`src/rtl/conv_pkg.sv`:
```
// conv_pkg: shared types and constants for the convolution sequencer.
package conv_pkg;

  localparam int unsigned ADDR_W_DEF    = 12;
  localparam int unsigned DATA_W_DEF    = 16;
  localparam int unsigned MAX_COUNT_DEF = 4095;

  localparam int unsigned CNT_ADDR      = 0;
  localparam int unsigned WGT_ADDR      = 0;
  localparam int unsigned FIRST_IN_ADDR = 1;

  localparam int unsigned RESULT_W      = 4;
  localparam int unsigned WEIGHT_W      = 9;
  localparam int unsigned IN_W          = 16;

  typedef enum logic [3:0] {
    S_IDLE,
    S_RD_CNT,
    S_LATCH_CNT,
    S_RD_IN,
    S_LATCH_IN,
    S_START,
    S_WAIT,
    S_WRITE,
    S_DONE
  } state_t;

  // Busy covers every state of a batch except the final DONE cycle.
  function automatic logic is_busy_state(input state_t s);
    return !((s == S_IDLE) || (s == S_DONE));
  endfunction

endpackage

```
`src/rtl/conv_seq_addr_gen.sv`:
```
// conv_seq_addr_gen: word index counter and SRAM address generation.
module conv_seq_addr_gen
  import conv_pkg::*;
#(
  parameter int unsigned ADDR_W = ADDR_W_DEF
) (
  input  logic              clk,
  input  logic              reset_b,
  input  logic              i_load,
  input  logic [ADDR_W-1:0] i_count,
  input  logic              i_inc,
  output logic [ADDR_W-1:0] o_rd_next_c,
  output logic [ADDR_W-1:0] o_wr_addr_c,
  output logic              o_last_c
);

  logic [ADDR_W-1:0] r_idx;
  logic [ADDR_W-1:0] r_count;

  // Index starts at the first input word; it stops at N so it never wraps.
  always_ff @(posedge clk or negedge reset_b) begin
    if (!reset_b) begin
      r_idx   <= '0;
      r_count <= '0;
    end else if (i_load) begin
      r_idx   <= ADDR_W'(FIRST_IN_ADDR);
      r_count <= i_count;
    end else if (i_inc && !o_last_c) begin
      r_idx   <= r_idx + ADDR_W'(1);
    end
  end

  assign o_last_c    = (r_idx == r_count);
  assign o_rd_next_c = r_idx + ADDR_W'(1);
  assign o_wr_addr_c = r_idx - ADDR_W'(1);

endmodule

```
`src/rtl/conv_sequencer.sv`:
```
// conv_sequencer: walks a batch of 4x4 input words through conv_engine and
// stores each 4-bit feature map. Optional macro CONV_SEQ_PREFETCH_EN reads
// the next input word while the engine is busy, saving two cycles per word.
module conv_sequencer
  import conv_pkg::*;
#(
  parameter int unsigned ADDR_W    = ADDR_W_DEF,
  parameter int unsigned DATA_W    = DATA_W_DEF,
  parameter int unsigned MAX_COUNT = MAX_COUNT_DEF
) (
  input  logic                clk,
  input  logic                reset_b,
  input  logic                dut_run,
  output logic                dut_busy,
  output logic [ADDR_W-1:0]   dut_sram_read_address,
  input  logic [DATA_W-1:0]   sram_dut_read_data,
  output logic [ADDR_W-1:0]   dut_wmem_read_address,
  input  logic [DATA_W-1:0]   wmem_dut_read_data,
  output logic [ADDR_W-1:0]   dut_sram_write_address,
  output logic [DATA_W-1:0]   dut_sram_write_data,
  output logic                dut_sram_write_enable,
  output logic                eng_start,
  output logic [IN_W-1:0]     eng_in,
  output logic [WEIGHT_W-1:0] eng_weight,
  input  logic                eng_done,
  input  logic [RESULT_W-1:0] eng_result
);

  state_t              r_state, w_state_nxt;
  logic                r_busy, w_busy_nxt;
  logic [ADDR_W-1:0]   r_rd_addr, w_rd_addr_nxt;
  logic [ADDR_W-1:0]   r_wmem_addr;
  logic [ADDR_W-1:0]   r_wr_addr, w_wr_addr_nxt;
  logic [DATA_W-1:0]   r_wr_data, w_wr_data_nxt;
  logic                r_wr_en, w_wr_en_nxt;
  logic                r_start, w_start_nxt;
  logic [IN_W-1:0]     r_eng_in, w_eng_in_nxt;
  logic [WEIGHT_W-1:0] r_weight, w_weight_nxt;

  logic                w_load;
  logic                w_inc;
  logic [ADDR_W-1:0]   w_rd_next;
  logic [ADDR_W-1:0]   w_wr_addr;
  logic                w_last;

  logic [ADDR_W-1:0]   w_cnt_raw;
  logic [ADDR_W-1:0]   w_count;
  logic                w_cnt_over;
  logic                w_unused_wmem;

  // Count word lives in the low address-width bits; clamp to MAX_COUNT.
  assign w_cnt_raw     = sram_dut_read_data[ADDR_W-1:0];
  assign w_cnt_over    = ((ADDR_W+1)'(w_cnt_raw) > (ADDR_W+1)'(MAX_COUNT));
  assign w_count       = w_cnt_over ? ADDR_W'(MAX_COUNT) : w_cnt_raw;
  assign w_unused_wmem = ^wmem_dut_read_data[DATA_W-1:WEIGHT_W];

  conv_seq_addr_gen #(
    .ADDR_W (ADDR_W)
  ) u_addr_gen (
    .clk         (clk),
    .reset_b     (reset_b),
    .i_load      (w_load),
    .i_count     (w_count),
    .i_inc       (w_inc),
    .o_rd_next_c (w_rd_next),
    .o_wr_addr_c (w_wr_addr),
    .o_last_c    (w_last)
  );

  // Next-state and next-output decode; outputs are registered from the next state.
  always_comb begin
    w_state_nxt   = r_state;
    w_busy_nxt    = 1'b0;
    w_rd_addr_nxt = r_rd_addr;
    w_wr_addr_nxt = r_wr_addr;
    w_wr_data_nxt = r_wr_data;
    w_wr_en_nxt   = 1'b0;
    w_start_nxt   = 1'b0;
    w_eng_in_nxt  = r_eng_in;
    w_weight_nxt  = r_weight;
    w_load        = 1'b0;
    w_inc         = 1'b0;

    case (r_state)
      S_IDLE: begin
        if (dut_run) w_state_nxt = S_RD_CNT;
      end
      S_RD_CNT: begin
        w_state_nxt = S_LATCH_CNT;
      end
      S_LATCH_CNT: begin
        w_load       = 1'b1;
        w_weight_nxt = wmem_dut_read_data[WEIGHT_W-1:0];
        if (w_count == '0) begin
          w_state_nxt = S_DONE;
        end else begin
          w_state_nxt   = S_RD_IN;
          w_rd_addr_nxt = ADDR_W'(FIRST_IN_ADDR);
        end
      end
      S_RD_IN: begin
        w_state_nxt = S_LATCH_IN;
      end
      S_LATCH_IN: begin
        w_eng_in_nxt = sram_dut_read_data[IN_W-1:0];
        w_state_nxt  = S_START;
      end
      S_START: begin
        w_state_nxt = S_WAIT;
`ifdef CONV_SEQ_PREFETCH_EN
        if (!w_last) w_rd_addr_nxt = w_rd_next;
`endif
      end
      S_WAIT: begin
        if (eng_done) begin
          w_wr_data_nxt = DATA_W'(eng_result);
          w_wr_addr_nxt = w_wr_addr;
          w_state_nxt   = S_WRITE;
        end
      end
      S_WRITE: begin
        if (w_last) begin
          w_state_nxt = S_DONE;
        end else begin
          w_inc = 1'b1;
`ifdef CONV_SEQ_PREFETCH_EN
          // Address idx+1 has been stable since WAIT began, so data is valid now.
          w_eng_in_nxt = sram_dut_read_data[IN_W-1:0];
          w_state_nxt  = S_START;
`else
          w_rd_addr_nxt = w_rd_next;
          w_state_nxt   = S_RD_IN;
`endif
        end
      end
      S_DONE: begin
        w_state_nxt = S_IDLE;
      end
      default: begin
        w_state_nxt = S_IDLE;
      end
    endcase

    if ((w_state_nxt == S_IDLE) || (w_state_nxt == S_RD_CNT)) begin
      w_rd_addr_nxt = ADDR_W'(CNT_ADDR);
    end
    w_busy_nxt  = is_busy_state(w_state_nxt);
    w_start_nxt = (w_state_nxt == S_START);
    w_wr_en_nxt = (w_state_nxt == S_WRITE);
  end

  // State and output registers; reset aborts a batch without writing.
  always_ff @(posedge clk or negedge reset_b) begin
    if (!reset_b) begin
      r_state     <= S_IDLE;
      r_busy      <= 1'b0;
      r_rd_addr   <= '0;
      r_wmem_addr <= '0;
      r_wr_addr   <= '0;
      r_wr_data   <= '0;
      r_wr_en     <= 1'b0;
      r_start     <= 1'b0;
      r_eng_in    <= '0;
      r_weight    <= '0;
    end else begin
      r_state     <= w_state_nxt;
      r_busy      <= w_busy_nxt;
      r_rd_addr   <= w_rd_addr_nxt;
      r_wmem_addr <= ADDR_W'(WGT_ADDR);
      r_wr_addr   <= w_wr_addr_nxt;
      r_wr_data   <= w_wr_data_nxt;
      r_wr_en     <= w_wr_en_nxt;
      r_start     <= w_start_nxt;
      r_eng_in    <= w_eng_in_nxt;
      r_weight    <= w_weight_nxt;
    end
  end

  assign dut_busy               = r_busy;
  assign dut_sram_read_address  = r_rd_addr;
  assign dut_wmem_read_address  = r_wmem_addr;
  assign dut_sram_write_address = r_wr_addr;
  assign dut_sram_write_data    = r_wr_data;
  assign dut_sram_write_enable  = r_wr_en;
  assign eng_start              = r_start;
  assign eng_in                 = r_eng_in;
  assign eng_weight             = r_weight;

endmodule

```
`config.mk`:
```
export PLATFORM = sky130hd
export DESIGN_NAME = conv_sequencer
export DESIGN_NICKNAME = d
export VERILOG_FILES = /design/src/rtl/conv_pkg.sv /design/src/rtl/conv_seq_addr_gen.sv /design/src/rtl/conv_sequencer.sv
export SDC_FILE = /design/constraint.sdc
export NUM_CORES = 1
export LEC_CHECK = 0
export CAP_MARGIN = 10
export CORE_MARGIN = 3
export CORE_UTILIZATION = 40
export CTS_BUF_LIST = sky130_fd_sc_hd__clkbuf_4 sky130_fd_sc_hd__clkbuf_8 sky130_fd_sc_hd__clkbuf_16
export DETAILED_ROUTE_END_ITERATION = 8
export GPL_TIMING_DRIVEN = 0
export PLACE_DENSITY = 0.72
export SYNTH_ARGS = -nofsm -noshare
export SYNTH_HDL_FRONTEND = slang
export SYNTH_SLANG_ARGS = --single-unit
```
`constraint.sdc`:
```
create_clock -name clk -period 5.01 [get_ports clk]
set_input_delay 0.7515 -clock clk [delete_from_list [all_inputs] [get_ports clk]]
set_output_delay 0.7515 -clock clk [all_outputs]
set_load 0.03 [all_outputs]
```
==> results.rst <==
.. list-table::
   :header-rows: 1

   * - Metric
     - Value
   * - Main combinational cell family by area after synthesis
     - simple AND/OR/NAND/NOR gates
   * - Clock network power share
     - 0.146
   * - Fin crit period
     - around 2.2 ns
   * - Busiest layer in global routing
     - met2
   * - Gp weighted congestion
     - between 0.9 and 1
   * - Internal power contribution
     - around 1.8 mW
   * - Number of warning messages in the yosys log
     - 0
   * - Full die area
     - approximately 11000 um^2
   * - Total clock sinks
     - between 80 and 90
   * - Fraction of met2 tracks used by global routing
     - 0.256
   * - Die extent in x
     - between 100 and 150 um
   * - Register area share after synthesis
     - 0.521
   * - Worst hold margin
     - around 0.37 ns
   * - Worst slew slack as a fraction of its limit
     - 0.559
   * - Total routing resource utilization after global routing
     - 0.161
   * - Largest clock skew in the final design
     - 0.00947 ns
   * - HP Class
     - in -> async
   * - Largest area contributor in the netlist
     - sky130_fd_sc_hd__dfrtp_1
   * - Synth Area in Simple Gates
     - 0.180
   * - Total Nets Final
     - 568
   * - RR Startpoint
     - r_state[3]
   * - Startpoint class of the critical path
     - flip-flop
   * - I/O pin cnt
     - 120
   * - Endpoint of the lowest-slack register-to-register path
     - eng_in[14]
   * - Number of instances in the synthesized netlist
     - 403
   * - Endpoint kind of the worst setup timing path
     - primary output
   * - Count of fill cells added during filler insertion
     - a little under 900
   * - Slowest cell delay on critical path
     - 0.68 ns
   * - Post-cts hold buffer count
     - 0
   * - Share of total power in combinational logic
     - 0.518
   * - Share of async-settable or async-resettable flops after synthesis
     - 1.00
   * - Setup repair after global routing missed its margin
     - false
   * - Largest driver fanout on the critical path
     - 2
   * - Most frequently used flop master after synthesis
     - sky130_fd_sc_hd__dfrtp_1
   * - Maximum clock frequency
     - ~460 MHz
   * - Remaining number of nets flagged by the antenna check after routing
     - 0
   * - CTS H-tree depth
     - 3
   * - Compound-gate portion of the synthesized area
     - 0.0847
   * - CP Class
     - reg -> out
   * - Switching Fraction
     - 0.424
   * - Max Transition Viols Final
     - 0
   * - Cts repair resizes
     - 0
   * - Final period util
     - 0.431
   * - Most used standard cell by instance count after synthesis
     - sky130_fd_sc_hd__nand2_1
   * - Post-synthesis mux area share
     - 0.0484
   * - Total half-perimeter wirelength after legalization and detailed placement
     - between 6 and 7 mm
   * - Number of buffers inserted by post-CTS setup repair
     - 0
   * - Area overhead of the layout relative to synthesis
     - 33.2%
   * - Number of core rows
     - 36
   * - Unique masters post-synth
     - 39
   * - Setup total negative slack
     - 0 ns
   * - Count of cell instances traversed by the critical path
     - 1
   * - Starting density of the core
     - 0.413
   * - Crit path max-delay cell type
     - sky130_fd_sc_hd__clkdlybuf4s50_1
   * - Port Buffers
     - about 90
   * - Count of final setup violators
     - 0
   * - Diodes inserted
     - 0
   * - Power density over the cells
     - about 600 nW/um^2
   * - Arrival time at the worst endpoint
     - about 1.4 ns
   * - Routed vias/inst
     - 4.84
   * - Total via count after detailed routing
     - 3210
   * - Number of CTS-inserted buffers
     - 9
   * - Number of hold violations in the final report
     - 0
   * - Insertion delay to the later sink of the worst-skew pair
     - about 0.36 ns
   * - Maximum vdd ir drop
     - around 0.00031 V
   * - Cell types occupying the most area after synthesis
     - sky130_fd_sc_hd__dfrtp_1 52%, sky130_fd_sc_hd__nand2_1 9.6%, sky130_fd_sc_hd__buf_4 4.8%, sky130_fd_sc_hd__mux2_2 4.5%, sky130_fd_sc_hd__xnor2_1 3.5%
   * - Transition time at the pin with the least slew margin
     - around 0.66 ns
   * - Wire length of the first global-routing pass
     - about 15 mm
   * - EDFF count, synth
     - 0
   * - Synth Area in Adders
     - 0.00620
   * - Buffer levels on the longest clock path
     - 2
   * - TritonCTS clock tree
     - built
   * - CTS Root Buffer Type
     - sky130_fd_sc_hd__clkbuf_8
   * - Avg Inst Size Synth
     - ~10 um^2
   * - Reg2reg setup slack
     - 2.92 ns
   * - Fraction of final layout cells sized beyond drive strength 1
     - 0.179
   * - Power spent charging and discharging nets
     - 1.36 mW
   * - Antenna violations before repair
     - 0
   * - Status
     - finished clean
   * - Buffers and inverters on the worst path
     - 1
   * - Pin count of the biggest net entering global routing
     - between 40 and 50
   * - Global route total overflow
     - 0
   * - Post-DR wirelength/cell
     - around 14 um
   * - Critical-path cell list
     - clkdlybuf4s50_1
   * - List of most frequent post-synthesis cells
     - 103 x sky130_fd_sc_hd__nand2_1, 84 x sky130_fd_sc_hd__dfrtp_1, 26 x sky130_fd_sc_hd__buf_4
   * - Largest delay contributor family on the critical path
     - buffers and inverters
   * - CTS clk-pin slew, worst paths
     - approximately 0.08 ns
   * - DRC violation total after the first TritonRoute iteration
     - 150
   * - Fraction of synthesized cell area in xor and xnor cells
     - 0.0695
   * - Met3 demand-to-capacity share in global routing
     - 0.0619
   * - CP Data Required Time
     - about 4.3 ns
   * - Grt met1 use
     - 0.202
   * - DRC
     - 0
   * - Wire length after detailed routing
     - around 9 mm
   * - Standard cell core area
     - slightly below 10000 um^2
   * - # Max-Cap Violations
     - 0
   * - Flop pwr share
     - 0.336
   * - Post-synthesis cell area
     - roughly 4000 um^2
   * - Depth of the worst register-to-register path
     - 5
   * - Area share of the largest cell type after synthesis
     - 0.521
   * - Leakage power
     - around 2.5 nW
   * - #FFs+latches synth
     - 84
   * - Die Y-Extent
     - around 110 um
   * - Number of iterations in the first detailed-routing pass
     - 4
   * - Vias in the first global route
     - 3133
-- how the worst max path moves through the flow --
stage | from | to
floorplan | sram_dut_read_data[1] | dut_sram_read_address[2]
global placement | reset_b | dut_sram_write_data[0]
detailed placement | sram_dut_read_data[9] | dut_sram_read_address[2]
CTS | eng_weight[8] | eng_weight[8]
global route | r_state[3] | eng_in[10]
finish | eng_weight[0] | eng_weight[0]
-- cells in the final DEF, fill, tap and decap left out, types with 5 or more instances in the layout --
cell type	instances
sky130_fd_sc_hd__nand3_1	6
sky130_fd_sc_hd__dfrtp_1	84
sky130_fd_sc_hd__buf_4	27
sky130_fd_sc_hd__clkbuf_1	10
sky130_fd_sc_hd__inv_1	6
sky130_fd_sc_hd__nor4_1	5
sky130_fd_sc_hd__nor3_1	18
sky130_fd_sc_hd__nor2_1	14
sky130_fd_sc_hd__xnor2_1	16
sky130_fd_sc_hd__conb_1	24
sky130_fd_sc_hd__buf_2	12
sky130_fd_sc_hd__o21ai_0	15
sky130_fd_sc_hd__a31o_2	10
sky130_fd_sc_hd__mux2_2	16
sky130_fd_sc_hd__clkdlybuf4s50_1	87
sky130_fd_sc_hd__clkbuf_8	10
sky130_fd_sc_hd__xor2_1	16
sky130_fd_sc_hd__nand2_1	103
-- stage by stage --
step            util  setup slack [ns]  cell area, um^2  power, mW  instances
3_5_place_dp   0.531              2.50             5190       2.77        648
6_report       0.550              2.85             5380       3.21        663
4_1_cts        0.550              2.83             5380       3.24        663
3_3_place_gp   0.529             0.245             5170       2.72        647
2_1_floorplan      -              3.22             4120       2.16        426
5_1_grt        0.550              2.78             5380       3.43        663
-- metal layers --
layer  up-vias  wire (um)
li1       1542          -
met1      1523       3830
met2       129       4130
met3        16        924
met4         0        169
met5         -          0
-- flip-flops by register name, indices dropped and copies added, names as in the netlist, 4 cells and up --
signal / cells
eng_in: 16
dut_sram_read_address: 12
dut_sram_write_address: 12
u_addr_gen.r_count: 12
u_addr_gen.r_idx: 12
eng_weight: 9
dut_sram_write_data: 4
r_state: 4
-- layout make-up --
| class | count | area [um^2] | share of cell area |
|---|---|---|---|
| tap | 133 | 166 | 0.0310 |
| sequential | 84 | 2100 | 0.391 |
| timing repair buffer | 89 | 898 | 0.167 |
| multi-input combinational | 284 | 1660 | 0.309 |
| inverter | 6 | 22.5 | 0.00419 |
| clock inverter | 5 | 52.6 | 0.00977 |
| clock buffer | 10 | 138 | 0.0256 |
| buffer | 52 | 338 | 0.0628 |
-- power by group through the flow --
stage	registers, mW	clock network (mW)	logic [mW]
after CTS	1.08	0.479	1.68
after detailed placement	1.09	0	1.67
final	1.08	0.469	1.66
after floorplan	1.43	0	0.733
after global routing	1.11	0.503	1.81
after global placement	1.08	0	1.64
-- cell families after synthesis --
family	count (synthesis)
flops	84
xor+xnor	32
buf+inv	58
other cells	1
simple gates	163
compound gates	46
mux	17
fa+ha+maj	2
(Power assumes the default switching activity.)
